### config.mk
export PLATFORM = sky130hd
export DESIGN_NAME = branch_resolve_unit
export DESIGN_NICKNAME = d
export VERILOG_FILES = /design/src/rtl/branch_resolve_unit.sv
export SDC_FILE = /design/constraint.sdc
export NUM_CORES = 1
export LEC_CHECK = 0
export ABC_AREA = 1
export CELL_PAD_IN_SITES_DETAIL_PLACEMENT = 1
export CELL_PAD_IN_SITES_GLOBAL_PLACEMENT = 2
export CORE_UTILIZATION = 33
export DETAILED_ROUTE_END_ITERATION = 10
export GPL_TIMING_DRIVEN = 0
export PLACE_DENSITY_LB_ADDON = 0.12
export SLEW_MARGIN = 20
export SYNTH_ARGS = -nofsm -noshare
export SYNTH_HDL_FRONTEND = slang
export SYNTH_SLANG_ARGS = --single-unit
export TNS_END_PERCENT = 30
### constraint.sdc
create_clock -name clk -period 7 [get_ports clk]
set_input_delay 0.7 -clock clk [delete_from_list [all_inputs] [get_ports clk]]
set_output_delay 0.7 -clock clk [all_outputs]
set_load 0.02 [all_outputs]
### src/rtl/branch_resolve_unit.sv
// branch_resolve_unit: accepts one branch at a time and waits out any in-flight
// flag-writing op. It evaluates the condition against {N,V,Z} sampled once,
// emits a one-cycle resolution and, for taken branches, holds a fixed-length
// flush window toward fetch/decode.
module branch_resolve_unit #(
    parameter int FLUSH_CYCLES = 2,
    parameter int CNT_W        = 16
) (
    input  logic             clk,
    input  logic             rst,
    input  logic             br_valid,
    output logic             br_ready,
    input  logic             br_is_reg,
    input  logic [2:0]       br_cond,
    input  logic [8:0]       br_imm9,
    input  logic [15:0]      br_pc_plus2,
    input  logic [15:0]      br_rs_data,
    input  logic [2:0]       flag_in,
    input  logic             flag_busy,
    output logic             resolve_valid,
    output logic             br_taken,
    output logic [15:0]      redirect_pc,
    output logic             stall,
    output logic             flush,
    output logic [CNT_W-1:0] taken_count
);

    typedef enum logic [1:0] {IDLE, WAIT, RESOLVE, FLUSH} state_t;

    // The flush counter must still be at least one bit wide when the window is disabled.
    localparam int FC_W = (FLUSH_CYCLES > 1) ? $clog2(FLUSH_CYCLES + 1) : 1;
    localparam logic [FC_W-1:0] FC_LAST = FC_W'((FLUSH_CYCLES > 0) ? FLUSH_CYCLES - 1 : 0);

    state_t          state;
    logic [FC_W-1:0] flush_cnt;

    // Branch fields held while the branch waits for flags to settle.
    logic            is_reg_q;
    logic [2:0]      cond_q;
    logic [8:0]      imm_q;
    logic [15:0]     pc_q;
    logic [15:0]     rs_q;

    logic            cur_is_reg;
    logic [2:0]      cur_cond;
    logic [8:0]      cur_imm;
    logic [15:0]     cur_pc;
    logic [15:0]     cur_rs;
    logic            cond_hit;
    logic [15:0]     target;
    logic [15:0]     next_pc;

    // Condition table over flags ordered {N,V,Z}.
    function automatic logic cond_eval(input logic [2:0] cond, input logic [2:0] nvz);
        logic n, v, z;
        {n, v, z} = nvz;
        case (cond)
            3'b000:  return !z;
            3'b001:  return z;
            3'b010:  return !z && !n;
            3'b011:  return n;
            3'b100:  return z || (!z && !n);
            3'b101:  return n || z;
            3'b110:  return v;
            default: return 1'b1;
        endcase
    endfunction

    // Resolve from the incoming branch when capturing straight out of IDLE,
    // otherwise from the fields latched at acceptance.
    always_comb begin
        // NOTE: every always_comb output gets a value on every path so no latch is inferred.
        cur_is_reg = is_reg_q;
        cur_cond   = cond_q;
        cur_imm    = imm_q;
        cur_pc     = pc_q;
        cur_rs     = rs_q;
        if (state == IDLE) begin
            cur_is_reg = br_is_reg;
            cur_cond   = br_cond;
            cur_imm    = br_imm9;
            cur_pc     = br_pc_plus2;
            cur_rs     = br_rs_data;
        end
        cond_hit = cond_eval(cur_cond, flag_in);
        target   = cur_is_reg ? cur_rs
                              : cur_pc + {{6{cur_imm[8]}}, cur_imm, 1'b0};
        next_pc  = cond_hit ? target : cur_pc;
    end

    // Control FSM with all handshake and resolution outputs registered.
    always_ff @(posedge clk or negedge rst) begin
        if (!rst) begin
            // NOTE: registers use non-blocking assignments so every flop samples pre-edge values.
            state         <= IDLE;
            flush_cnt     <= '0;
            is_reg_q      <= 1'b0;
            cond_q        <= '0;
            imm_q         <= '0;
            pc_q          <= '0;
            rs_q          <= '0;
            br_ready      <= 1'b1;
            resolve_valid <= 1'b0;
            br_taken      <= 1'b0;
            redirect_pc   <= '0;
            stall         <= 1'b0;
            flush         <= 1'b0;
            taken_count   <= '0;
        end else begin
            case (state)
                IDLE: begin
                    if (br_valid) begin
                        is_reg_q <= br_is_reg;
                        cond_q   <= br_cond;
                        imm_q    <= br_imm9;
                        pc_q     <= br_pc_plus2;
                        rs_q     <= br_rs_data;
                        br_ready <= 1'b0;
                        stall    <= 1'b1;
                        if (flag_busy) begin
                            state <= WAIT;
                        end else begin
                            state         <= RESOLVE;
                            resolve_valid <= 1'b1;
                            br_taken      <= cond_hit;
                            redirect_pc   <= next_pc;
                        end
                    end
                end
                WAIT: begin
                    if (!flag_busy) begin
                        state         <= RESOLVE;
                        resolve_valid <= 1'b1;
                        br_taken      <= cond_hit;
                        redirect_pc   <= next_pc;
                    end
                end
                RESOLVE: begin
                    resolve_valid <= 1'b0;
                    if (br_taken && taken_count != '1)
                        taken_count <= taken_count + CNT_W'(1);
                    if (br_taken && FLUSH_CYCLES > 0) begin
                        state     <= FLUSH;
                        flush     <= 1'b1;
                        flush_cnt <= '0;
                    end else begin
                        state    <= IDLE;
                        stall    <= 1'b0;
                        br_ready <= 1'b1;
                    end
                end
                FLUSH: begin
                    if (flush_cnt == FC_LAST) begin
                        state    <= IDLE;
                        flush    <= 1'b0;
                        stall    <= 1'b0;
                        br_ready <= 1'b1;
                    end else begin
                        flush_cnt <= flush_cnt + FC_W'(1);
                    end
                end
                default: state <= IDLE;
            endcase
        end
    end

endmodule

== Yosys cells after proc, flatten, opt, wreduce, memory -nomap -nowiden ==
Index checks and enable logic that the tools add are counted.

* Register bits: 86
* Word-level logic and storage cells: 90

* Add/subtract/negate cells: 3
* Eq/ne operators: 17
* Multiplexer cells: 36
* Reductions and logical operators: 20

{| class="wikitable"
|+ Operator list
! cell !! number
|-
| $mux W16 || 6
|-
| $pmux W16 S2 || 1
|-
| $add A16 B1 Y16 const B || 1
|-
| $add A16 B16 Y16 || 1
|-
| $ne A16 B16 Y1 const B || 1
|-
| $mux W2 || 7
|-
| $mux W1 || 12
|-
| $ne A2 B2 Y1 const B || 6
|-
| $eq A3 B3 Y1 const B || 3
|-
| $mux W9 || 1
|-
| $pmux W1 S3 || 3
|-
| $reduce_and A3 Y1 || 3
|-
| $pmux W2 S4 || 1
|-
| $reduce_and A2 Y1 || 4
|-
| $pmux W1 S7 || 1
|-
| $eq A3 B2 Y1 const B || 2
|-
| $reduce_bool A3 Y1 || 2
|-
| $eq A2 B1 Y1 const B || 2
|-
| $eq A2 B2 Y1 const B || 2
|-
| $pmux W1 S2 || 2
|-
| $pmux W2 S2 || 1
|-
| $reduce_and A4 Y1 || 1
|-
| $reduce_bool A2 Y1 || 2
|-
| $eq A3 B1 Y1 const B || 1
|-
| other kinds (7) || 10
|}

== Logic depth before layout (Yosys ltp) ==
* Depth in word-level cells: 8
* Gate-level depth with buffers: 22

== Least setup slack after synthesis ==
Ideal clock, no wire load.

* Path kind: reg2reg
* Start: register state[1]
* End: register redirect_pc[13]
* Setup time: 0.117 ns
* Arrival: 2.821 ns
* Slack: 4.063 ns
* Cell stages (with the launch flop): 23
* Path buffers: 3
* Clock period less this slack: 2.937 ns
* Path through: dfrtp_1 > inv_1 > nand2_4 > buf_4 > clkbuf_1 > clkbuf_1 > nand2_1 > o21ai_0 > ha_1 > inv_1 > fa_1 > inv_1 > nand2_1 > nand3_1 > nand2_1 > nand3_1 > nand3_1 > nand2_1 > nand2_1 > nand3_1 > nand2_1 > nand2_1 > nand2_1

* Cells in the longest elaborated chain, start to end: 8

{| class="wikitable"
|+ RTL lines
! element !! RTL line !! source
|-
| start: declaration || 34 || <nowiki>state_t state;</nowiki>
|-
| start signal: assignment || 95 || <nowiki>state <= IDLE;</nowiki>
|-
| start signal: assignment || 121 || <nowiki>state <= WAIT;</nowiki>
|-
| start signal: assignment || 123 || <nowiki>state <= RESOLVE;</nowiki>
|-
| $logic_not A2 Y1 || 78, 110 ||
|-
| $mux W16 (tied with other cells) || 78 || <nowiki>if (state == IDLE) begin</nowiki>
|-
| $add A16 B16 Y16 (tied with other cells) || 87 || <nowiki>: cur_pc + {{6{cur_imm[8]}}, cur_imm, 1'b0};</nowiki>
|-
| $mux W16 / $pmux W1 S7 (equally long branches) || 86, 57 ||
|-
| $mux W16 || 88 || <nowiki>next_pc = cond_hit ? target : cur_pc;</nowiki>
|-
| $mux W16 || 120, 131 ||
|-
| $mux W16 || 112 || <nowiki>if (br_valid) begin</nowiki>
|-
| $pmux W16 S2 || 110 || <nowiki>case (state)</nowiki>
|-
| end signal: assignment || 126 || <nowiki>redirect_pc <= next_pc;</nowiki>
|-
| end signal: assignment || 135 || <nowiki>redirect_pc <= next_pc;</nowiki>
|-
| end: declaration || 22 || <nowiki>output logic [15:0] redirect_pc,</nowiki>
|}

Parallel ways exist; a longest one is shown, timed or not. The select of a mux whose other input is x is not followed.
A chain may end at the register's enable or synchronous reset.

== Final worst setup path ==
* Start: register state[1]
* End: register redirect_pc[15]

The elaborated chain is that of the path after synthesis.

==> PnR_summary.wiki <==
{| class="wikitable"
! Metric !! Value
|-
| Row Count || 45
|-
| Maximum resistive drop on vdd || 216.6 µV
|-
| CTS tree || yes
|-
| Sinks on the clock net || 86
|-
| Setup repair after global routing missed its margin || false
|-
| Setup violations, final || 0
|-
| Number of endpoints with negative hold slack in the final report || 0
|-
| Average routed wire per standard cell || roughly 16 µm
|-
| CTS Root Buffer Type || clkbuf_16
|-
| FF+latch count, synth || 86
|-
| Avg Vias per Cell || 4.819
|-
| Arrival time at the worst endpoint || between 4000 and 5000 ps
|-
| First-pass iteration count of the detailed router || 4
|-
| Final worst path period need || 3839 ps
|-
| Clk pin slew, worst setup/hold paths || 70 ps
|-
| Final GP Congestion || 0.8514
|-
| Critical path class || reg -> reg
|-
| Count of buffers added by post-CTS timing repair for setup || 0
|-
| Synthesized netlist net count || 767
|-
| Overflow left after global routing || 0
|-
| Iteration-0 DRC count of the detailed router || 182
|-
| Area inside the core boundary || between 15000 and 20000 µm²
|-
| Final clock period utilization by the worst path || 54.84%
|-
| Worst Clk Skew || 7.419 ps
|-
| CP cell instances || inv_1 -> nand2_4 -> buf_4 -> clkbuf_1 -> clkbuf_1 -> nand2_1 -> o21ai_0 -> ha_1 -> inv_1 -> fa_1 -> inv_1 -> nand2_1 -> nand3_1 -> nand2_1 -> nand3_1 -> nand3_1 -> nand2_1 -> nand2_1 -> nand3_1 -> nand2_1 -> nand2_1 -> nand2_1
|-
| Clock latency of the later-clocked register in the worst-skew pair || 350 ps
|-
| Global Route Usage Sum || a little over a fifth
|-
| Data required time at the worst endpoint || 7240 ps
|-
| Drt drc || 0
|-
| Fraction of final layout cells with drive strength greater than 1 || 8.199%
|-
| Total wirelength of the detailed-routed design || 16.71 mm
|-
| Family with the most delay on the worst path || buffers and inverters
|-
| Worst min-delay path category || in -> async
|-
| Post-Synthesis Cells || 700
|-
| Number of top-level pins || 89
|-
| Count of antenna-violating nets left after detailed routing || 0
|-
| Number of library cell types mapped by synthesis || 43
|-
| Most area-hungry cell type in the Yosys netlist || dfrtp_1
|-
| Status || complete, no violations
|-
| Die width || 127.3 µm
|-
| Number of hold-repair buffers added at the cts stage || 0
|-
| Commonest cells in the netlist || 213 x nand2_1, 85 x dfrtp_1, 83 x inv_1, 68 x o21ai_0, 51 x nor2_1
|-
| Worst-case headroom to the max-slew limit || a little over half
|-
| Delay of the slowest cell on the worst path || 470 ps
|-
| Post-CTS sizing || 0
|-
| Antenna diode count || 0
|-
| Seq/Total Area, Yosys || 41.55%
|-
| Total Negative Setup Slacks || 0 ps
|-
| Slowest stage cell, crit path || dfrtp_1
|-
| Final-stage net count || 867
|-
| Count of buffers inserted at the top-level ports || 88
|-
| Max capacitance violation total || 0
|-
| Highest clock rate || 260.5 MHz
|-
| Antenna violations before repair || 0
|-
| Number of global-route vias before repair || 5107
|-
| Vias || 4896
|-
| Mean Syn Cell Area || 7.404 µm²
|-
| CP startpoint kind || flop
|-
| CP bufs+invs || 6
|-
| Final hold slack || 246.4 ps
|-
| Most repeated cell in the gate-level netlist after synthesis || nand2_1
|-
| Largest fanout of any net on the critical path || 10
|-
| Most Frequent Cell on Critical Path || nand2_1
|-
| Yosys Warn Count || 0
|-
| Die boundary height || 127.3 µm
|-
| Initial core utilization || 33.96%
|-
| Max-slew violations || 0
|-
| Kind of capture point of the worst setup path || flop
|-
| Die ar. || roughly 16000 µm²
|-
| Static leakage power || between 3 and 4 nW
|-
| Depth of the CTS H-tree || 3
|-
| Ranking of synthesized cells by area || dfrtp_1 41%, nand2_1 15%, o21ai_0 6.6%
|-
| Area of the mapped netlist || 5182 µm²
|-
| Number of enable-type register cells in the synthesized netlist || 0
|-
| Signed area change from the synthesized netlist to the final layout || 29.02%
|-
| Synth top area share || 41.04%
|-
| Final HPWL from detailed placement || 13.11 mm
|-
| TritonCTS buffer count || 9
|-
| Maximum number of pins on one net before global-route repair || 50
|-
| First-pass GRT wire length || 27.07 mm
|-
| Power per cell area || 556.0 nW/µm²
|-
| Fraction of registers with async set/reset || 100.0%
|-
| Dominant register cell in the synthesized netlist || dfrtp_1
|-
| Tightest Pin Transition || 711.7 ps
|-
| Worst-case clock buffer depth || 2
|}
metrics by stage:
step	power [mW]	utilization [%]	instances	instance area [µm²]	setup slack, ps
2_1_floorplan	2.435	-	700	5182	4063
3_3_place_gp	3.138	41.47	999	6327	1901
3_5_place_dp	3.208	41.66	1000	6356	3161
4_1_cts	3.778	43.82	1016	6686	3118
5_1_grt	4.087	43.82	1016	6686	2731
6_report	3.718	43.82	1016	6686	3161
worst register-to-register path: stages (launching register included):
cell and delay (ps):
dfrtp_1 470, inv_1 160, nand2_4 130, buf_4 190, clkbuf_1 420, clkbuf_1 400, nand2_1 80, o21ai_0 130
ha_1 300, inv_1 80, fa_1 420, inv_1 80, nand2_1 50, nand3_1 110, nand2_1 100, nand3_1 140
nand3_1 120, nand2_1 80, nand2_1 40, nand3_1 60, nand2_1 50, nand2_1 70, nand2_1 50
registers in the layout, indices dropped and copies added, names as in the netlist, 2 cells and up:
register / count
cond_q: 3
redirect_pc: 16
imm_q: 9
rs_q: 16
taken_count: 16
state: 2
pc_q: 16
flush_cnt: 2
path summary, 6_finish.rpt:
check                                startpoint              end  slack (ps)  cells after the start
worst max-delay path                   state[1]  redirect_pc[15]        3160                     22
worst min-delay path                        rst            flush         250                      1
worst max register to register         state[1]  redirect_pc[15]        3160                     22
worst min register to register  redirect_pc[13]  redirect_pc[13]         480                      2
max in group asynchronous                   rst          pc_q[2]        6170                      2
min in group clk                redirect_pc[13]  redirect_pc[13]         480                      2
placed cells by master, fill, tap and decap left out, types with 11 or more instances in the layout:
cell / Yosys / routed
nand2_1: 213 / 213
o211ai_1: 11 / 11
clkdlybuf4s50_1: 0 / 87
dfrtp_1: 85 / 85
a21oi_1: 30 / 30
nand3_1: 27 / 27
o21ai_0: 68 / 68
xor2_1: 11 / 11
inv_1: 83 / 83
ha_1: 14 / 14
nor2_1: 51 / 51
cell type report:
cell class | instances | area, µm²
Buffer | 27 | 150.1
Clock buffer | 10 | 239.0
Clock inverter | 6 | 91.34
Fill cell | 1897 | 8572
Inverter | 85 | 332.8
Multi-Input combinational cell | 502 | 2546
Sequential cell | 86 | 2153
Tap cell | 211 | 264.0
Timing Repair Buffer | 89 | 909.6
routing by layer:
layer	share of wire, %	global-route usage (%)
met3	2.7	2.429
met5	0	0
met2	49	37.70
met4	1.9	7.353
met1	47	28.79
cell families (layout without fill, tap and decap cells):
group,after synthesis,count (layout),share of synthesized area (%)
AOI/OAI and AO/OA,136,136,14.78
and+or+nand+nor,324,324,25.71
xor gates and xnor gates,20,20,3.380
adders and majority gates,15,15,3.766
buffers and inverters,112,217,9.319
DFF,86,86,41.55
muxes,7,7,1.497
report_power, final:
| group | internal, mW | switching (mW) |
|---|---|---|
| registers | 0.707 | 0.122 |
| logic | 0.860 | 1.48 |
| clock network | 0.325 | 0.221 |
(Power assumes the default switching activity.)
